## config.mk

```make
export PLATFORM = sky130hd
export DESIGN_NAME = fpu_add_seq_ctrl_flat
export DESIGN_NICKNAME = d
export VERILOG_FILES = /design/src/rtl/fpu_add_seq_ctrl_if.sv /design/src/rtl/fpu_add_seq_ctrl.sv /design/src/flat_wrapper.sv
export SDC_FILE = /design/constraint.sdc
export NUM_CORES = 1
export LEC_CHECK = 0
export CORE_MARGIN = 4
export CORE_UTILIZATION = 40
export DETAILED_ROUTE_END_ITERATION = 8
export PLACE_DENSITY_LB_ADDON = 0.3
export SYNTH_ARGS = -nofsm -noshare
export SYNTH_HDL_FRONTEND = slang
export SYNTH_SLANG_ARGS = --single-unit
```

## constraint.sdc

```tcl
create_clock -name HCLK -period 3.8 [get_ports HCLK]
set_clock_uncertainty 0.2 [all_clocks]
set_input_delay 0.57 -clock HCLK [delete_from_list [all_inputs] [get_ports HCLK]]
set_output_delay 0.57 -clock HCLK [all_outputs]
set_load 0.02 [all_outputs]
```

## src/rtl/fpu_add_seq_ctrl_if.sv

```systemverilog
// -----------------------------------------------------------------------------
// fpu_add_seq_ctrl_if
//
// Requester-side bundle for the shared FP add/sub sequencer. It carries the
// request channel (valid / accept strobe / operands / op select) and the
// response channel (valid / ready / result / flags) for all NREQ requesters.
// Signal suffixes are written from the sequencer's point of view.
//
// Signals:
//   req_valid_i  [NREQ]            request valid per requester
//   req_ready_o  [NREQ]            one-cycle grant/accept strobe per requester
//   req_opa_i    [NREQ*DATA_WIDTH] operand A, requester i at [i*DATA_WIDTH +: DATA_WIDTH]
//   req_opb_i    [NREQ*DATA_WIDTH] operand B, same packing
//   req_sub_i    [NREQ]            1 = subtract, 0 = add
//   rsp_valid_o  [NREQ]            response valid, one-hot to the owner
//   rsp_ready_i  [NREQ]            response accept per requester
//   rsp_result_o [DATA_WIDTH]      result, meaningful while rsp_valid_o != 0
//   rsp_flags_o  [3]               {overflow, underflow, zero}
//
// Modports:
//   master : requester side (APB front-end / secondary requester)
//   slave  : the sequencer
// -----------------------------------------------------------------------------
interface fpu_add_seq_ctrl_if #(
   parameter int NREQ       = 2,
   parameter int DATA_WIDTH = 32
);

   logic [NREQ-1:0]            req_valid_i;
   logic [NREQ-1:0]            req_ready_o;
   logic [NREQ*DATA_WIDTH-1:0] req_opa_i;
   logic [NREQ*DATA_WIDTH-1:0] req_opb_i;
   logic [NREQ-1:0]            req_sub_i;
   logic [NREQ-1:0]            rsp_valid_o;
   logic [NREQ-1:0]            rsp_ready_i;
   logic [DATA_WIDTH-1:0]      rsp_result_o;
   logic [2:0]                 rsp_flags_o;

   modport master (
      output req_valid_i, req_opa_i, req_opb_i, req_sub_i, rsp_ready_i,
      input  req_ready_o, rsp_valid_o, rsp_result_o, rsp_flags_o
   );

   modport slave (
      input  req_valid_i, req_opa_i, req_opb_i, req_sub_i, rsp_ready_i,
      output req_ready_o, rsp_valid_o, rsp_result_o, rsp_flags_o
   );

endinterface

```

## src/rtl/fpu_add_seq_ctrl.sv

```systemverilog
// -----------------------------------------------------------------------------
// fpu_add_seq_ctrl
//
// Arbitrates one shared floating-point add/subtract datapath
// (align -> add -> normalize -> round) between NREQ requesters. The winner of
// a round-robin search has its operands latched onto dp_*_o, the datapath is
// walked through its stages with one-hot enables, and the rounded result is
// returned on a valid/ready response channel owned by that requester.
//
// Ports:
//   HCLK, HRESETn   clock (rising edge) and asynchronous active-low reset
//   req_if          slave side of fpu_add_seq_ctrl_if (request + response)
//   flush_i         synchronous abort of the in-flight operation
//   dp_opa_o/opb_o  latched operands to the datapath
//   dp_sub_o        latched op select (1 = subtract)
//   dp_*_en_o       one-hot stage enables: align, add, norm, round
//   dp_result_i     packed result from the datapath (sampled at the ROUND edge)
//   dp_flags_i      {overflow, underflow, zero} from the datapath
//   busy_o          high whenever the sequencer is not IDLE
// -----------------------------------------------------------------------------
module fpu_add_seq_ctrl #(
   parameter int NREQ        = 2,
   parameter int DATA_WIDTH  = 32,
   parameter int NORM_CYCLES = 1
) (
   input  logic                  HCLK,
   input  logic                  HRESETn,
   fpu_add_seq_ctrl_if.slave     req_if,
   input  logic                  flush_i,
   output logic [DATA_WIDTH-1:0] dp_opa_o,
   output logic [DATA_WIDTH-1:0] dp_opb_o,
   output logic                  dp_sub_o,
   output logic                  dp_align_en_o,
   output logic                  dp_add_en_o,
   output logic                  dp_norm_en_o,
   output logic                  dp_round_en_o,
   input  logic [DATA_WIDTH-1:0] dp_result_i,
   input  logic [2:0]            dp_flags_i,
   output logic                  busy_o
);

   localparam int IW = (NREQ > 1) ? $clog2(NREQ) : 1;
   localparam int CW = $clog2(NORM_CYCLES + 1);
   localparam logic [CW-1:0] NORM_LAST = CW'(NORM_CYCLES - 1);
   localparam logic [IW-1:0] IDX_LAST  = IW'(NREQ - 1);

   typedef enum logic [2:0] {
      S_IDLE,
      S_ALIGN,
      S_ADD,
      S_NORM,
      S_ROUND,
      S_RESP
   } state_e;

   state_e                state_q, state_d;
   logic [IW-1:0]         rr_q, rr_d;
   logic [IW-1:0]         owner_q, owner_d;
   logic [CW-1:0]         norm_cnt_q, norm_cnt_d;
   logic [DATA_WIDTH-1:0] opa_q, opb_q, result_q;
   logic                  sub_q;
   logic [2:0]            flags_q;

   logic [IW-1:0]         winner;
   logic [IW-1:0]         scan_idx;
   logic                  any_req;
   logic                  grant;
   logic                  capture;

   // -------------------------------------------------------------------------
   // Round-robin search: first valid requester at or above rr_q, wrapping.
   // -------------------------------------------------------------------------
   // NOTE: every signal written in an always_comb gets a default at the top so
   // no path leaves it unassigned, which would otherwise infer a latch.
   always_comb begin
      winner   = rr_q;
      scan_idx = rr_q;
      any_req  = 1'b0;
      for (int k = 0; k < NREQ; k++) begin
         scan_idx = IW'((int'(rr_q) + k) % NREQ);
         if (!any_req && req_if.req_valid_i[scan_idx]) begin
            any_req = 1'b1;
            winner  = scan_idx;
         end
      end
   end

   // -------------------------------------------------------------------------
   // FSM: state register
   // -------------------------------------------------------------------------
   // NOTE: clocked state uses non-blocking assignments so every register
   // samples pre-edge values regardless of process ordering.
   always_ff @(posedge HCLK or negedge HRESETn) begin
      if (!HRESETn) begin
         state_q    <= S_IDLE;
         rr_q       <= '0;
         owner_q    <= '0;
         norm_cnt_q <= '0;
      end else begin
         state_q    <= state_d;
         rr_q       <= rr_d;
         owner_q    <= owner_d;
         norm_cnt_q <= norm_cnt_d;
      end
   end

   // -------------------------------------------------------------------------
   // FSM: next-state logic
   // -------------------------------------------------------------------------
   always_comb begin
      state_d    = state_q;
      rr_d       = rr_q;
      owner_d    = owner_q;
      norm_cnt_d = norm_cnt_q;
      grant      = 1'b0;
      capture    = 1'b0;

      if (flush_i) begin
         // Abort wins over everything, including a grant in IDLE; the
         // round-robin pointer is left where the last grant put it.
         state_d = S_IDLE;
      end else begin
         unique case (state_q)
            S_IDLE: begin
               if (any_req) begin
                  grant   = 1'b1;
                  owner_d = winner;
                  rr_d    = (winner == IDX_LAST) ? '0 : winner + 1'b1;
                  state_d = S_ALIGN;
               end
            end
            S_ALIGN: state_d = S_ADD;
            S_ADD: begin
               norm_cnt_d = '0;
               state_d    = S_NORM;
            end
            S_NORM: begin
               if (norm_cnt_q == NORM_LAST) begin
                  state_d = S_ROUND;
               end else begin
                  norm_cnt_d = norm_cnt_q + 1'b1;
               end
            end
            S_ROUND: begin
               capture = 1'b1;
               state_d = S_RESP;
            end
            S_RESP: begin
               // Only the owner's ready completes the handshake.
               if (req_if.rsp_ready_i[owner_q]) begin
                  state_d = S_IDLE;
               end
            end
            default: state_d = S_IDLE;
         endcase
      end
   end

   // -------------------------------------------------------------------------
   // FSM: outputs decoded from the registered state
   // -------------------------------------------------------------------------
   always_comb begin
      req_if.req_ready_o = '0;
      req_if.rsp_valid_o = '0;
      dp_align_en_o      = 1'b0;
      dp_add_en_o        = 1'b0;
      dp_norm_en_o       = 1'b0;
      dp_round_en_o      = 1'b0;
      busy_o             = (state_q != S_IDLE);

      unique case (state_q)
         S_IDLE: begin
            if (grant) begin
               req_if.req_ready_o[winner] = 1'b1;
            end
         end
         S_ALIGN: dp_align_en_o = 1'b1;
         S_ADD:   dp_add_en_o   = 1'b1;
         S_NORM:  dp_norm_en_o  = 1'b1;
         S_ROUND: dp_round_en_o = 1'b1;
         S_RESP:  req_if.rsp_valid_o[owner_q] = 1'b1;
         default: ;
      endcase
   end

   // -------------------------------------------------------------------------
   // Operand and result registers
   // -------------------------------------------------------------------------
   // NOTE: these data registers are reset even though they are only
   // meaningful after a grant/capture, because they drive outputs that must
   // read 0 while HRESETn is low.
   always_ff @(posedge HCLK or negedge HRESETn) begin
      if (!HRESETn) begin
         opa_q    <= '0;
         opb_q    <= '0;
         sub_q    <= 1'b0;
         result_q <= '0;
         flags_q  <= '0;
      end else begin
         // Operands move only on a grant, so they hold steady through IDLE.
         if (grant) begin
            opa_q <= req_if.req_opa_i[winner*DATA_WIDTH +: DATA_WIDTH];
            opb_q <= req_if.req_opb_i[winner*DATA_WIDTH +: DATA_WIDTH];
            sub_q <= req_if.req_sub_i[winner];
         end
         if (capture) begin
            result_q <= dp_result_i;
            flags_q  <= dp_flags_i;
         end else if (flush_i && (state_q != S_IDLE)) begin
            // A flushed operation leaves no stale result behind.
            result_q <= '0;
            flags_q  <= '0;
         end
      end
   end

   assign dp_opa_o            = opa_q;
   assign dp_opb_o            = opb_q;
   assign dp_sub_o            = sub_q;
   assign req_if.rsp_result_o = result_q;
   assign req_if.rsp_flags_o  = flags_q;

endmodule

```

## src/flat_wrapper.sv

```systemverilog
// flat-port wrapper written by rule: the top's interface ports become plain ports
module fpu_add_seq_ctrl_flat 
#(
   parameter int NREQ        = 2,
   parameter int DATA_WIDTH  = 32,
   parameter int NORM_CYCLES = 1
)
  (HCLK, HRESETn, flush_i, dp_opa_o, dp_opb_o, dp_sub_o, dp_align_en_o, dp_add_en_o, dp_norm_en_o, dp_round_en_o, dp_result_i, dp_flags_i, busy_o, req_if_req_valid_i, req_if_req_opa_i, req_if_req_opb_i, req_if_req_sub_i, req_if_rsp_ready_i, req_if_req_ready_o, req_if_rsp_valid_o, req_if_rsp_result_o, req_if_rsp_flags_o);
  fpu_add_seq_ctrl_if #(.NREQ(NREQ), .DATA_WIDTH(DATA_WIDTH)) req_if_i ();
  input  logic HCLK;
  input  logic HRESETn;
  input  logic flush_i;
  output logic [DATA_WIDTH-1:0] dp_opa_o;
  output logic [DATA_WIDTH-1:0] dp_opb_o;
  output logic dp_sub_o;
  output logic dp_align_en_o;
  output logic dp_add_en_o;
  output logic dp_norm_en_o;
  output logic dp_round_en_o;
  input  logic [DATA_WIDTH-1:0] dp_result_i;
  input  logic [2:0] dp_flags_i;
  output logic busy_o;
  input wire logic [$bits(req_if_i.req_valid_i)-1:0] req_if_req_valid_i;
  input wire logic [$bits(req_if_i.req_opa_i)-1:0] req_if_req_opa_i;
  input wire logic [$bits(req_if_i.req_opb_i)-1:0] req_if_req_opb_i;
  input wire logic [$bits(req_if_i.req_sub_i)-1:0] req_if_req_sub_i;
  input wire logic [$bits(req_if_i.rsp_ready_i)-1:0] req_if_rsp_ready_i;
  output wire logic [$bits(req_if_i.req_ready_o)-1:0] req_if_req_ready_o;
  output wire logic [$bits(req_if_i.rsp_valid_o)-1:0] req_if_rsp_valid_o;
  output wire logic [$bits(req_if_i.rsp_result_o)-1:0] req_if_rsp_result_o;
  output wire logic [$bits(req_if_i.rsp_flags_o)-1:0] req_if_rsp_flags_o;
  assign req_if_i.req_valid_i = req_if_req_valid_i;
  assign req_if_i.req_opa_i = req_if_req_opa_i;
  assign req_if_i.req_opb_i = req_if_req_opb_i;
  assign req_if_i.req_sub_i = req_if_req_sub_i;
  assign req_if_i.rsp_ready_i = req_if_rsp_ready_i;
  assign req_if_req_ready_o = req_if_i.req_ready_o;
  assign req_if_rsp_valid_o = req_if_i.rsp_valid_o;
  assign req_if_rsp_result_o = req_if_i.rsp_result_o;
  assign req_if_rsp_flags_o = req_if_i.rsp_flags_o;
  fpu_add_seq_ctrl #(.NREQ(NREQ), .DATA_WIDTH(DATA_WIDTH), .NORM_CYCLES(NORM_CYCLES)) u_core (.HCLK(HCLK), .HRESETn(HRESETn), .req_if(req_if_i), .flush_i(flush_i), .dp_opa_o(dp_opa_o), .dp_opb_o(dp_opb_o), .dp_sub_o(dp_sub_o), .dp_align_en_o(dp_align_en_o), .dp_add_en_o(dp_add_en_o), .dp_norm_en_o(dp_norm_en_o), .dp_round_en_o(dp_round_en_o), .dp_result_i(dp_result_i), .dp_flags_i(dp_flags_i), .busy_o(busy_o));
endmodule
```

==> impl_metrics.xml <==
<?xml version="1.0" encoding="UTF-8"?>
<metrics>
  <group name="status">
    <metric name="outcome" unit="">finished clean</metric>
  </group>
  <group name="global_route">
    <metric name="first_global_vias" unit="">4687</metric>
    <metric name="grt_max_degree" unit="">90</metric>
    <metric name="initial_antenna_violation_count" unit="">0</metric>
    <metric name="remaining_overflow_grt" unit="">0</metric>
    <metric name="track_usage" unit="">0.245</metric>
    <metric name="grt_first_pass_wirelength" unit="um">25500</metric>
  </group>
  <group name="drt">
    <metric name="remaining_drc_errors" unit="">0</metric>
    <metric name="drtPass1Iterations" unit="">5</metric>
    <metric name="routedLengthMet1" unit="um">6430</metric>
    <metric name="metal2_wl" unit="um">8150</metric>
    <metric name="average_wire_length_per_cell_after_detail_routing" unit="um">20.2</metric>
    <metric name="post_drt_via_cell_ratio" unit="">5.57</metric>
    <metric name="finalWirelength" unit="um">16400</metric>
    <metric name="vias" unit="">4530</metric>
    <metric name="post_drt_antenna_nets" unit="">0</metric>
    <metric name="drt_iter0_markers" unit="">482</metric>
    <metric name="met3RoutedLength" unit="um">1270</metric>
    <metric name="highest-signal-layer" unit="">met4</metric>
  </group>
  <group name="setup_path">
    <metric name="worstSetupStartpointType" unit="">primary input</metric>
    <metric name="cp_data_required_time" unit="ns">3.03</metric>
    <metric name="max_stage_delay" unit="ns">0.63</metric>
    <metric name="critical_path.endpoint_type" unit="">output pin</metric>
    <metric name="critPathKind" unit="">in -&gt; out</metric>
    <metric name="worst-path-buf-inv" unit="">2</metric>
    <metric name="timing.critical_path.max_delay_family" unit="">buffers and inverters</metric>
    <metric name="critical_path_peak_fanout" unit="">5</metric>
    <metric name="critPathArrivalTime" unit="ns">2.58</metric>
    <metric name="worst_path_max_delay_cell" unit="">sky130_fd_sc_hd__clkdlybuf4s50_1</metric>
    <metric name="path_common_cell" unit="">sky130_fd_sc_hd__clkdlybuf4s50_1</metric>
    <metric name="cp_cell_sequence" unit="">clkdlybuf4s50_1 &gt; nor4_1 &gt; and3_2 &gt; clkdlybuf4s50_1</metric>
  </group>
  <group name="placement">
    <metric name="place.detailed.hpwl" unit="um">11700</metric>
    <metric name="placed_cells" unit="">797</metric>
    <metric name="placement.setup.worst_slack" unit="ns">0.459</metric>
    <metric name="placement.cell_area" unit="mm^2">0.00741</metric>
    <metric name="globalplace.congestion" unit="">0.839</metric>
    <metric name="placement.io_buffers" unit="">280</metric>
  </group>
  <group name="sta">
    <metric name="slew-limit-headroom" unit="">0.237</metric>
    <metric name="fin_worst_hold_slack" unit="ns">0.244</metric>
    <metric name="timing.setup.tns" unit="ns">0</metric>
    <metric name="slew_violations" unit="">0</metric>
    <metric name="setup_repair_after_global_routing_missed_its_margin" unit="">no</metric>
    <metric name="tightestPinTransition" unit="ns">1.14</metric>
    <metric name="post-route-worst-setup-slack" unit="ns">0.447</metric>
    <metric name="period_needed" unit="ns">3.35</metric>
    <metric name="timing.fmax" unit="MHz">298</metric>
    <metric name="finalHoldViolCount" unit="">0</metric>
    <metric name="min_period_over_period" unit="">0.882</metric>
    <metric name="timing.final.setup_violations" unit="">0</metric>
  </group>
  <group name="yosys">
    <metric name="top_cell_type_s_share_of_synthesized_area" unit="">0.573</metric>
    <metric name="synthDominantAreaCellType" unit="">sky130_fd_sc_hd__dfrtp_1</metric>
    <metric name="ys_top_cells_by_area" unit="">sky130_fd_sc_hd__dfrtp_1 57%, sky130_fd_sc_hd__a221o_1 14%, sky130_fd_sc_hd__nor3_1 7.2%</metric>
    <metric name="synthesis.nets" unit="">587</metric>
    <metric name="yosysWarnings" unit="">0</metric>
    <metric name="syn_area_per_cell" unit="um^2">11.0</metric>
    <metric name="post_synth_most_frequent_cells" unit="">105 x sky130_fd_sc_hd__dfrtp_1, 68 x sky130_fd_sc_hd__nand2_1, 66 x sky130_fd_sc_hd__nor3_1</metric>
    <metric name="ys_ff_latch" unit="">105</metric>
    <metric name="synth.lib_cells_used.distinct" unit="">24</metric>
    <metric name="postSynthCellCount" unit="">415</metric>
    <metric name="syn-cell-area" unit="mm^2">0.00458</metric>
    <metric name="edff_count_synth" unit="">0</metric>
    <metric name="proportion_of_synthesized_flip_flops_having_asynchronous_set_or_reset" unit="">1.00</metric>
    <metric name="synth.most_common_cell" unit="">sky130_fd_sc_hd__dfrtp_1</metric>
    <metric name="synth_ff_type" unit="">sky130_fd_sc_hd__dfrtp_1</metric>
    <metric name="synth_seq_area_share" unit="">0.573</metric>
  </group>
  <group name="clocking">
    <metric name="tritoncts_num_sinks" unit="">105</metric>
    <metric name="clock_path_buffers" unit="">2</metric>
    <metric name="post_cts.resized_instances" unit="">0</metric>
    <metric name="clock_latency" unit="ns">0.34</metric>
    <metric name="cts_buffers" unit="">9</metric>
    <metric name="clk_pin_slew" unit="ns">0.07</metric>
    <metric name="cts.htree.levels" unit="">3</metric>
    <metric name="root_buffer" unit="">sky130_fd_sc_hd__clkbuf_16</metric>
    <metric name="cts_tree" unit="">built</metric>
    <metric name="number_of_hold_buffers_added_after_cts" unit="">0</metric>
    <metric name="cts_post_setup_buffers_inserted" unit="">0</metric>
  </group>
  <group name="layout">
    <metric name="n_antenna_cell" unit="">0</metric>
    <metric name="final_cell_count_no_fill" unit="">813</metric>
    <metric name="utilization" unit="">0.700</metric>
    <metric name="register_area" unit="mm^2">0.00263</metric>
    <metric name="num-fill-cells" unit="">857</metric>
    <metric name="post_route_cells_drive_above_1_share" unit="">0.0446</metric>
    <metric name="postLayoutCellArea" unit="mm^2">0.00772</metric>
    <metric name="multi_input_comb_area" unit="mm^2">0.00174</metric>
    <metric name="nNetsFinal" unit="">840</metric>
    <metric name="syn2layout_area_growth" unit="%">68.4</metric>
  </group>
  <group name="pwr">
    <metric name="sw_frac_of_total" unit="">0.358</metric>
    <metric name="clockPowerShare" unit="">0.189</metric>
    <metric name="total_leakage_power" unit="nW">3.26</metric>
    <metric name="powerDensity" unit="mW/mm^2">673</metric>
    <metric name="vdd_drop_max" unit="mV">0.392</metric>
    <metric name="total_switching_power" unit="mW">1.86</metric>
    <metric name="power.share.combinational" unit="">0.461</metric>
    <metric name="fin_total_pwr" unit="mW">5.19</metric>
    <metric name="power_report.internal_total" unit="mW">3.33</metric>
    <metric name="p_seq_frac" unit="">0.349</metric>
  </group>
  <group name="floorplan">
    <metric name="die_width" unit="um">115</metric>
    <metric name="dieArea" unit="mm^2">0.0132</metric>
    <metric name="placementRows" unit="">38</metric>
    <metric name="fp.dieH" unit="um">115</metric>
    <metric name="starting_density" unit="">0.416</metric>
    <metric name="pin_count" unit="">281</metric>
    <metric name="fp.coreArea" unit="mm^2">0.0110</metric>
  </group>
  <group name="worst_hold_path">
    <metric name="hold_path.class" unit="">in -&gt; async</metric>
  </group>
  <group name="run">
    <metric name="max_cap_violations" unit="">0</metric>
  </group>
</metrics>
==> power by group through the flow <==
stage               registers (mW)  clock network (mW)  logic [mW]
floorplan                     2.27                   0       0.701
global placement              1.81                   0        2.36
detailed placement            1.81                   0        2.42
CTS                           1.81                1.00        2.42
global route                  1.86                1.04        2.53
finish                        1.81               0.984        2.40
==> worst paths after layout <==
| kind | cells after the start | to | from | slack [ns] |
|---|---|---|---|---|
| setup / recovery | 4 | req_if_req_ready_o[0] | flush_i | 0.45 |
| hold / removal | 1 | u_core.req_if.rsp_result_o[11]$_DFFE_PN0P_ | HRESETn | 0.24 |
| setup reg to reg | 4 | u_core.dp_opb_o[7]$_DFFE_PN0N_ | u_core.state_q[2]$_DFFE_PN0P_ | 1.29 |
| hold reg to reg | 1 | u_core.req_if.rsp_result_o[3]$_DFFE_PN0P_ | u_core.req_if.rsp_result_o[3]$_DFFE_PN0P_ | 0.31 |
| max in group asynchronous | 2 | u_core.dp_opb_o[25]$_DFFE_PN0N_ | HRESETn | 2.26 |
| min in group HCLK | 1 | u_core.req_if.rsp_result_o[3]$_DFFE_PN0P_ | u_core.req_if.rsp_result_o[3]$_DFFE_PN0P_ | 0.31 |
==> cells in the final DEF, fill, tap and decap left out, types with 3 or more instances in the layout <==
cell type | synthesis | layout
sky130_fd_sc_hd__nor2b_1 | 4 | 3
sky130_fd_sc_hd__a22o_1 | 35 | 35
sky130_fd_sc_hd__nor2_1 | 5 | 5
sky130_fd_sc_hd__a221o_1 | 65 | 65
sky130_fd_sc_hd__clkdlybuf4s50_1 | 0 | 278
sky130_fd_sc_hd__a21oi_1 | 3 | 3
sky130_fd_sc_hd__dfrtp_1 | 105 | 105
sky130_fd_sc_hd__nand2_1 | 68 | 68
sky130_fd_sc_hd__buf_4 | 0 | 9
sky130_fd_sc_hd__inv_1 | 3 | 3
sky130_fd_sc_hd__nor3_1 | 66 | 66
sky130_fd_sc_hd__clkbuf_16 | 0 | 9
==> metal layers <==
metal,global-route usage,vias to the layer above
li1,-,2070
met4,0.106,0
met5,0,-
met3,0.0505,38
met1,0.311,2195
met2,0.405,227
==> area by class of cell <==
type                            count  area share
Timing Repair Buffer              288       0.370
Tap cell                          140      0.0227
Clock inverter                      5      0.0102
Multi-Input combinational cell    261       0.226
Inverter                            3     0.00146
Clock buffer                       11      0.0301
Sequential cell                   105       0.340
==> state kept, by name, indices dropped and copies added, names as in the netlist <==
| name | count |
|---|---|
| u_core.dp_opa_o | 32 |
| u_core.dp_opb_o | 32 |
| u_core.req_if.rsp_result_o | 32 |
| u_core.req_if.rsp_flags_o | 3 |
| u_core.state_q | 3 |
| u_core.dp_sub_o | 1 |
| u_core.owner_q | 1 |
| u_core.rr_q | 1 |
==> kinds of logic after synthesis <==
logic type	count (synthesis)	share of synthesized area
buffers and inverters	49	0.0521
AO/OA/AOI/OAI	106	0.217
multiplexers	2	0.00437
AND/OR/NAND/NOR	153	0.154
flip-flops	105	0.573
(Power assumes the default switching activity.)
